$ cat src/rtl/prediction_residual_nl.sv
// JPEG-LS prediction residual: bias-corrected prediction error, NEAR quantisation
// through an iterative restoring divider, then modulo-RANGE reduction. One sample in flight.
module prediction_residual_nl #(
    parameter int pixel_length    = 8,
    parameter int C_length        = 9,
    parameter int mode_length     = 2,
    parameter int residual_length = pixel_length + 1,
    parameter int NEAR_length     = 4
) (
    input  logic                              clk,
    input  logic                              reset_n,
    input  logic                              in_valid,
    output logic                              in_ready,
    input  logic [pixel_length-1:0]           x,
    input  logic [pixel_length-1:0]           Px,
    input  logic signed [C_length-1:0]        C,
    input  logic                              sign,
    input  logic [mode_length-1:0]            mode,
    input  logic                              RIType,
    input  logic                              a_b_compare,
    input  logic [NEAR_length-1:0]            near,
    input  logic [pixel_length:0]             range,
    output logic                              out_valid,
    input  logic                              out_ready,
    output logic [residual_length-1:0]        x_residual
);
    // state  | meaning
    // S_IDLE | waiting for a sample, in_ready high
    // S_PRED | corrected prediction and Errval
    // S_DIV  | NEAR quantisation, one quotient bit per cycle
    // S_MOD  | modulo-RANGE reduction into x_residual
    // S_OUT  | residual presented until out_ready
    typedef enum logic [2:0] {S_IDLE, S_PRED, S_DIV, S_MOD, S_OUT} state_t;

    localparam int EW = pixel_length + 3;
    localparam int DW = pixel_length + 1;
    localparam int RW = NEAR_length + 1;
    localparam int CW = $clog2(DW + 1);
    localparam logic signed [EW-1:0] MAXVAL = EW'((1 << pixel_length) - 1);

    state_t r_state, w_state_next;

    logic [pixel_length-1:0]    r_x, r_px;
    logic signed [C_length-1:0] r_c;
    logic                       r_sign, r_ri, r_ritype, r_abc, r_neg;
    logic [NEAR_length-1:0]     r_near;
    logic [pixel_length:0]      r_range;
    logic signed [EW-1:0]       r_err;
    logic [DW-1:0]              r_quo;
    logic [RW-1:0]              r_rem;
    logic [CW-1:0]              r_cnt;

    logic signed [EW-1:0] w_x_s, w_px_s, w_c_s, w_pc_raw, w_pc;
    logic signed [EW-1:0] w_e_reg, w_e_ri, w_e, w_abs, w_q_s, w_q_signed;
    logic signed [EW-1:0] w_half, w_m1, w_m2;
    logic [DW-1:0]        w_dividend, w_quo_next;
    logic [RW-1:0]        w_divisor, w_rem_next;
    logic [RW:0]          w_trial;
    logic                 w_ge;

    assign in_ready  = (r_state == S_IDLE);
    assign out_valid = (r_state == S_OUT);

    assign w_x_s    = EW'(r_x);
    assign w_px_s   = EW'(r_px);
    assign w_c_s    = EW'(r_c);
    assign w_pc_raw = r_sign ? (w_px_s - w_c_s) : (w_px_s + w_c_s);
    assign w_pc     = w_pc_raw[EW-1] ? '0 : ((w_pc_raw > MAXVAL) ? MAXVAL : w_pc_raw);
    assign w_e_reg  = r_sign ? (w_pc - w_x_s) : (w_x_s - w_pc);
    assign w_e_ri   = (!r_ritype && r_abc) ? (w_px_s - w_x_s) : (w_x_s - w_px_s);
    assign w_e      = r_ri ? w_e_ri : w_e_reg;
    assign w_abs    = w_e[EW-1] ? -w_e : w_e;
    // |e| + near always fits in pixel_length+1 bits for any 4-bit NEAR.
    assign w_dividend = DW'(w_abs + EW'(r_near));

    // Restoring step: the remainder stays below the divisor, so RW bits suffice.
    assign w_divisor  = {r_near, 1'b1};
    assign w_trial    = {r_rem, r_quo[DW-1]};
    assign w_ge       = (w_trial >= {1'b0, w_divisor});
    assign w_rem_next = w_ge ? RW'(w_trial - {1'b0, w_divisor}) : w_trial[RW-1:0];
    assign w_quo_next = {r_quo[DW-2:0], w_ge};
    assign w_q_s      = EW'(w_quo_next);
    assign w_q_signed = r_neg ? -w_q_s : w_q_s;

    assign w_half = EW'(r_range >> 1) + EW'(r_range[0]);
    assign w_m1   = r_err[EW-1] ? (r_err + EW'(r_range)) : r_err;
    assign w_m2   = (w_m1 >= w_half) ? (w_m1 - EW'(r_range)) : w_m1;

    always_ff @(posedge clk or negedge reset_n) begin
        if (!reset_n) r_state <= S_IDLE;
        else          r_state <= w_state_next;
    end

    always_comb begin
        w_state_next = r_state;
        case (r_state)
            S_IDLE:  if (in_valid) w_state_next = S_PRED;
            S_PRED:  w_state_next = (r_near == '0) ? S_MOD : S_DIV;
            S_DIV:   if (r_cnt == '0) w_state_next = S_MOD;
            S_MOD:   w_state_next = S_OUT;
            S_OUT:   if (out_ready) w_state_next = S_IDLE;
            default: w_state_next = S_IDLE;
        endcase
    end

    always_ff @(posedge clk or negedge reset_n) begin
        if (!reset_n) begin
            r_x        <= '0;
            r_px       <= '0;
            r_c        <= '0;
            r_sign     <= 1'b0;
            r_ri       <= 1'b0;
            r_ritype   <= 1'b0;
            r_abc      <= 1'b0;
            r_near     <= '0;
            r_range    <= '0;
            r_err      <= '0;
            r_neg      <= 1'b0;
            r_quo      <= '0;
            r_rem      <= '0;
            r_cnt      <= '0;
            x_residual <= '0;
        end else begin
            case (r_state)
                S_IDLE: if (in_valid) begin
                    r_x      <= x;
                    r_px     <= Px;
                    r_c      <= C;
                    r_sign   <= sign;
                    r_ri     <= (mode == mode_length'(1));
                    r_ritype <= RIType;
                    r_abc    <= a_b_compare;
                    r_near   <= near;
                    r_range  <= range;
                end
                S_PRED: begin
                    r_err <= w_e;
                    r_neg <= w_e[EW-1];
                    r_quo <= w_dividend;
                    r_rem <= '0;
                    r_cnt <= CW'(DW - 1);
                end
                S_DIV: begin
                    r_quo <= w_quo_next;
                    r_rem <= w_rem_next;
                    r_cnt <= r_cnt - CW'(1);
                    if (r_cnt == '0) r_err <= w_q_signed;
                end
                S_MOD:   x_residual <= residual_length'(w_m2);
                default: ;
            endcase
        end
    end
endmodule

$ cat config.mk
export PLATFORM = sky130hd
export DESIGN_NAME = prediction_residual_nl
export DESIGN_NICKNAME = d
export VERILOG_FILES = /design/src/rtl/prediction_residual_nl.sv
export SDC_FILE = /design/constraint.sdc
export NUM_CORES = 1
export LEC_CHECK = 0
export CAP_MARGIN = 20
export CORE_ASPECT_RATIO = 0.7
export CORE_MARGIN = 3
export CORE_UTILIZATION = 40
export CTS_CLUSTER_SIZE = 20
export DETAILED_ROUTE_END_ITERATION = 8
export SYNTH_ARGS = -nofsm -noshare
export SYNTH_HDL_FRONTEND = slang
export SYNTH_SLANG_ARGS = --single-unit
$ cat constraint.sdc
create_clock -name clk -period 12.6 [get_ports clk]
set_input_delay 1.26 -clock clk [delete_from_list [all_inputs] [get_ports clk]]
set_output_delay 1.26 -clock clk [all_outputs]
set_load 0.1 [all_outputs]
==> impl_metrics.json <==
{
  "run_status": "completed",
  "synthSimpleGateAreaFrac_pct": 15.3,
  "final_clock_skew_ps": 7.38,
  "detailedRoute.firstIterationViolations": 478,
  "ff2ff_setup_slack_ps": 5380,
  "critical_path.endpoint": "r_quo[6]$_DFFE_PN0P_",
  "cts_sink_cnt": 84,
  "place.gp.congestion": 0.922,
  "drtPass1Iterations": 5,
  "antenna_found_initial": 0,
  "post_synth.cell_area_avg_um2": 8.62,
  "report.final.slew_viol_count": 0,
  "synth_enable_flop_cells": 0,
  "period_share_pct": 57.3,
  "clk_latency_ps": 350,
  "min_path_type": "register to register",
  "worst_setup_path_startpoint": "r_sign$_DFFE_PN0P_",
  "ys_warn_count": 0,
  "buffer_ports.inserted": 57,
  "relSlewSlack_pct": 26.2,
  "boundaryPins": 58,
  "die_area_mm2": 0.0198,
  "core_region_area_mm2": 0.0175,
  "r2r-start": "r_sign$_DFFE_PN0P_",
  "post_synth_num_cell_types": 70,
  "worst_pin_slew_ps": 1100,
  "rr_endpoint": "r_quo[6]$_DFFE_PN0P_",
  "min_period_ps": 7220,
  "antenna_diode_count": 0,
  "ys_ff_latch": 84,
  "synth.largest_area_cell": "dfrtp_1",
  "pin_count_of_the_biggest_net_entering_global_routing": 46,
  "worst_reg_to_reg_path_cell_count": 27,
  "yosysTopAreaCellShare_pct": 29.0,
  "postCtsResizedCells": 0,
  "synth_compound_area_share_pct": 20.4,
  "critical_path.startpoint_type": "register",
  "clock-root-buffer": "clkbuf_16",
  "post_synth_instance_area_mm2": 0.00724,
  "row_count": 40,
  "post-route-drc-count": 0,
  "cts-root-to-sink-buffers": 2,
  "max_cap_viols": 0,
  "hold_violations": 0,
  "worst-endpoint-arrival_ps": 7450,
  "max_freq_mhz": 138,
  "synth-xor-area-share_pct": 6.88,
  "route.vias.total": 5931,
  "fin_worst_hold_slack_ps": 487,
  "endpoint_kind": "register",
  "chipWidth_um": 167,
  "netlist_instances": 840,
  "average_wire_length_per_cell_after_detail_routing_um": 16.0,
  "chipHeight_um": 119,
  "numCtsBuffers": 9,
  "post_cts_hold_buffers": 0,
  "routed_via_density": 5.32,
  "layout.filler_cells": 1660,
  "setup_viol": 0,
  "worst-endpoint-required_ps": 12830,
  "muxShareOfSynthArea_pct": 6.09,
  "critPathMaxFanout": 24,
  "post-dp-hpwl_um": 14000,
  "synth.top_cells.by_area": "dfrtp_1 (29%), ha_1 (15%), o21ai_0 (5.2%)",
  "largest_family_of_logic_cells_by_synthesized_area": "compound AO/OA/AOI/OAI gates",
  "grt_setup_unrepaired": "false",
  "ant_nets": 0,
  "final_layout_size_suffix_gt1_share_pct": 6.45,
  "crit_type": "register to register",
  "yosysSeqAreaShare_pct": 29.0,
  "clk_pin_slew_ps": 60,
  "globalRouteOverflowTotal": 0,
  "synth_fa_ha_area_share_pct": 17.0,
  "totalNegativeSetupSlack_ps": 0,
  "synth.top_cells.by_count": "nand2_1 (93), dfrtp_1 (84), ha_1 (84)",
  "ys.flop_type": "dfrtp_1",
  "ff_latch_area_mm2": 0.00210,
  "grt_first_pass_wirelength_um": 29900,
  "post-cts-setup-buffer-count": 0,
  "htree_levels": 3,
  "initial_core_utilization_pct": 41.4,
  "route.final.wire_length_um": 17900,
  "grt_usage_pct": 18.4,
  "yosysMostFrequentCell": "nand2_1",
  "asyncSetResetFlopFracSynth_pct": 100,
  "areaGrowthSynthToFinish_pct": 14.6,
  "cts_tree": "yes",
  "multi_input_area_mm2": 0.00476,
  "via_count_of_the_first_global_routing_pass": 5645,
  "final_net_count": 1020,
  "syn_nets": 980
}
[layout by cell type, fill, tap and decap left out, types with 5 or more instances in the layout]
cell	Yosys	layout
a211oi_1	13	13
a21oi_1	44	44
clkdlybuf4s50_1	0	56
nand2b_1	8	8
nor3b_1	6	5
o31ai_1	5	5
inv_1	64	64
buf_4	0	7
xnor2_1	35	35
clkbuf_16	0	9
mux2i_1	17	17
o21ai_0	75	75
nor2_1	47	47
o21ai_1	21	21
ha_1	84	84
a21o_1	19	19
fa_1	9	9
xor2_1	20	20
o211ai_1	5	5
nor4_1	5	5
a21boi_0	5	5
nand3_1	16	16
o21a_1	6	6
a22oi_1	7	7
nor2b_1	13	13
dfrtp_1	84	84
mux2_2	21	21
nor3_1	12	12
nand2_1	93	93
[through the flow]
step | cell area [µm²] | utilization (%) | setup slack, ps | std cells
finish | 8290 | 47.5 | 5380 | 1115
global route | 8290 | 47.5 | 4800 | 1115
CTS | 8290 | 47.5 | 5450 | 1115
detailed placement | 8010 | 45.8 | 5490 | 1100
global placement | 8010 | 45.8 | 5780 | 1100
floorplan | 7240 | - | 6500 | 840
[sequential cells by signal, indices dropped and copies added (netlist names), 3 cells and up]
signal      flops
r_c             9
r_cnt           4
r_err          11
r_near          4
r_px            8
r_quo           9
r_range         9
r_rem           5
r_state         3
r_x             8
x_residual      9
[final cells by class]
cell class / instances / share of cell area, %
clock buffers: 11 / 2.81
inverters: 65 / 2.94
flip-flops and latches: 84 / 25.4
well taps: 231 / 3.49
clock inverters: 4 / 0.619
repair buffers: 63 / 7.40
multi-input cells: 657 / 57.4
[layer usage]
metal,wire (µm),track usage (%)
met3,905,3.88
met4,123,3.40
met5,0,0
met1,10300,30.7
met2,6590,23.8
[worst min path at each step]
stage | start | end | slack (ps) | cells past startpoint
finish | x_residual[6]$_DFFE_PN0P_ | x_residual[6]$_DFFE_PN0P_ | 490 | 2
global route | x_residual[7]$_DFFE_PN0P_ | x_residual[7]$_DFFE_PN0P_ | 500 | 2
CTS | x_residual[6]$_DFFE_PN0P_ | x_residual[6]$_DFFE_PN0P_ | 490 | 2
detailed placement | x_residual[4]$_DFFE_PN0P_ | x_residual[4]$_DFFE_PN0P_ | 480 | 2
global placement | x_residual[6]$_DFFE_PN0P_ | x_residual[6]$_DFFE_PN0P_ | 470 | 2
floorplan | r_rem[4]$_DFFE_PN0P_ | r_rem[4]$_DFFE_PN0P_ | 450 | 2
[kinds of logic after synthesis]
group | count (synthesis)
fa+ha+maj | 93
compound gates | 238
buf+inv | 99
flops | 84
xor+xnor | 56
mux | 41
simple gates | 229
[critical path, cell delays in order, from the launching register on]
cell and delay (ps):
dfrtp_1 900, mux2_2 440, fa_1 430, nor2b_1 130, o21ai_0 120, a21boi_1 200
o21ai_0 120, nand2b_1 130, a21o_1 130, a21oi_1 70, xnor2_1 800, inv_1 160
a21boi_0 250, ha_1 200, inv_1 60, fa_1 470, nor2b_1 130, a211oi_1 70
a31oi_1 420, inv_1 90, ha_1 300, mux2_2 290, fa_1 430, a21o_1 170
a21oi_1 270, nor2_2 90, xnor2_1 140, o21ai_1 70
Power is not shown: default switching activity piles up to over one toggle a cycle in this logic, so the estimate is an artifact.
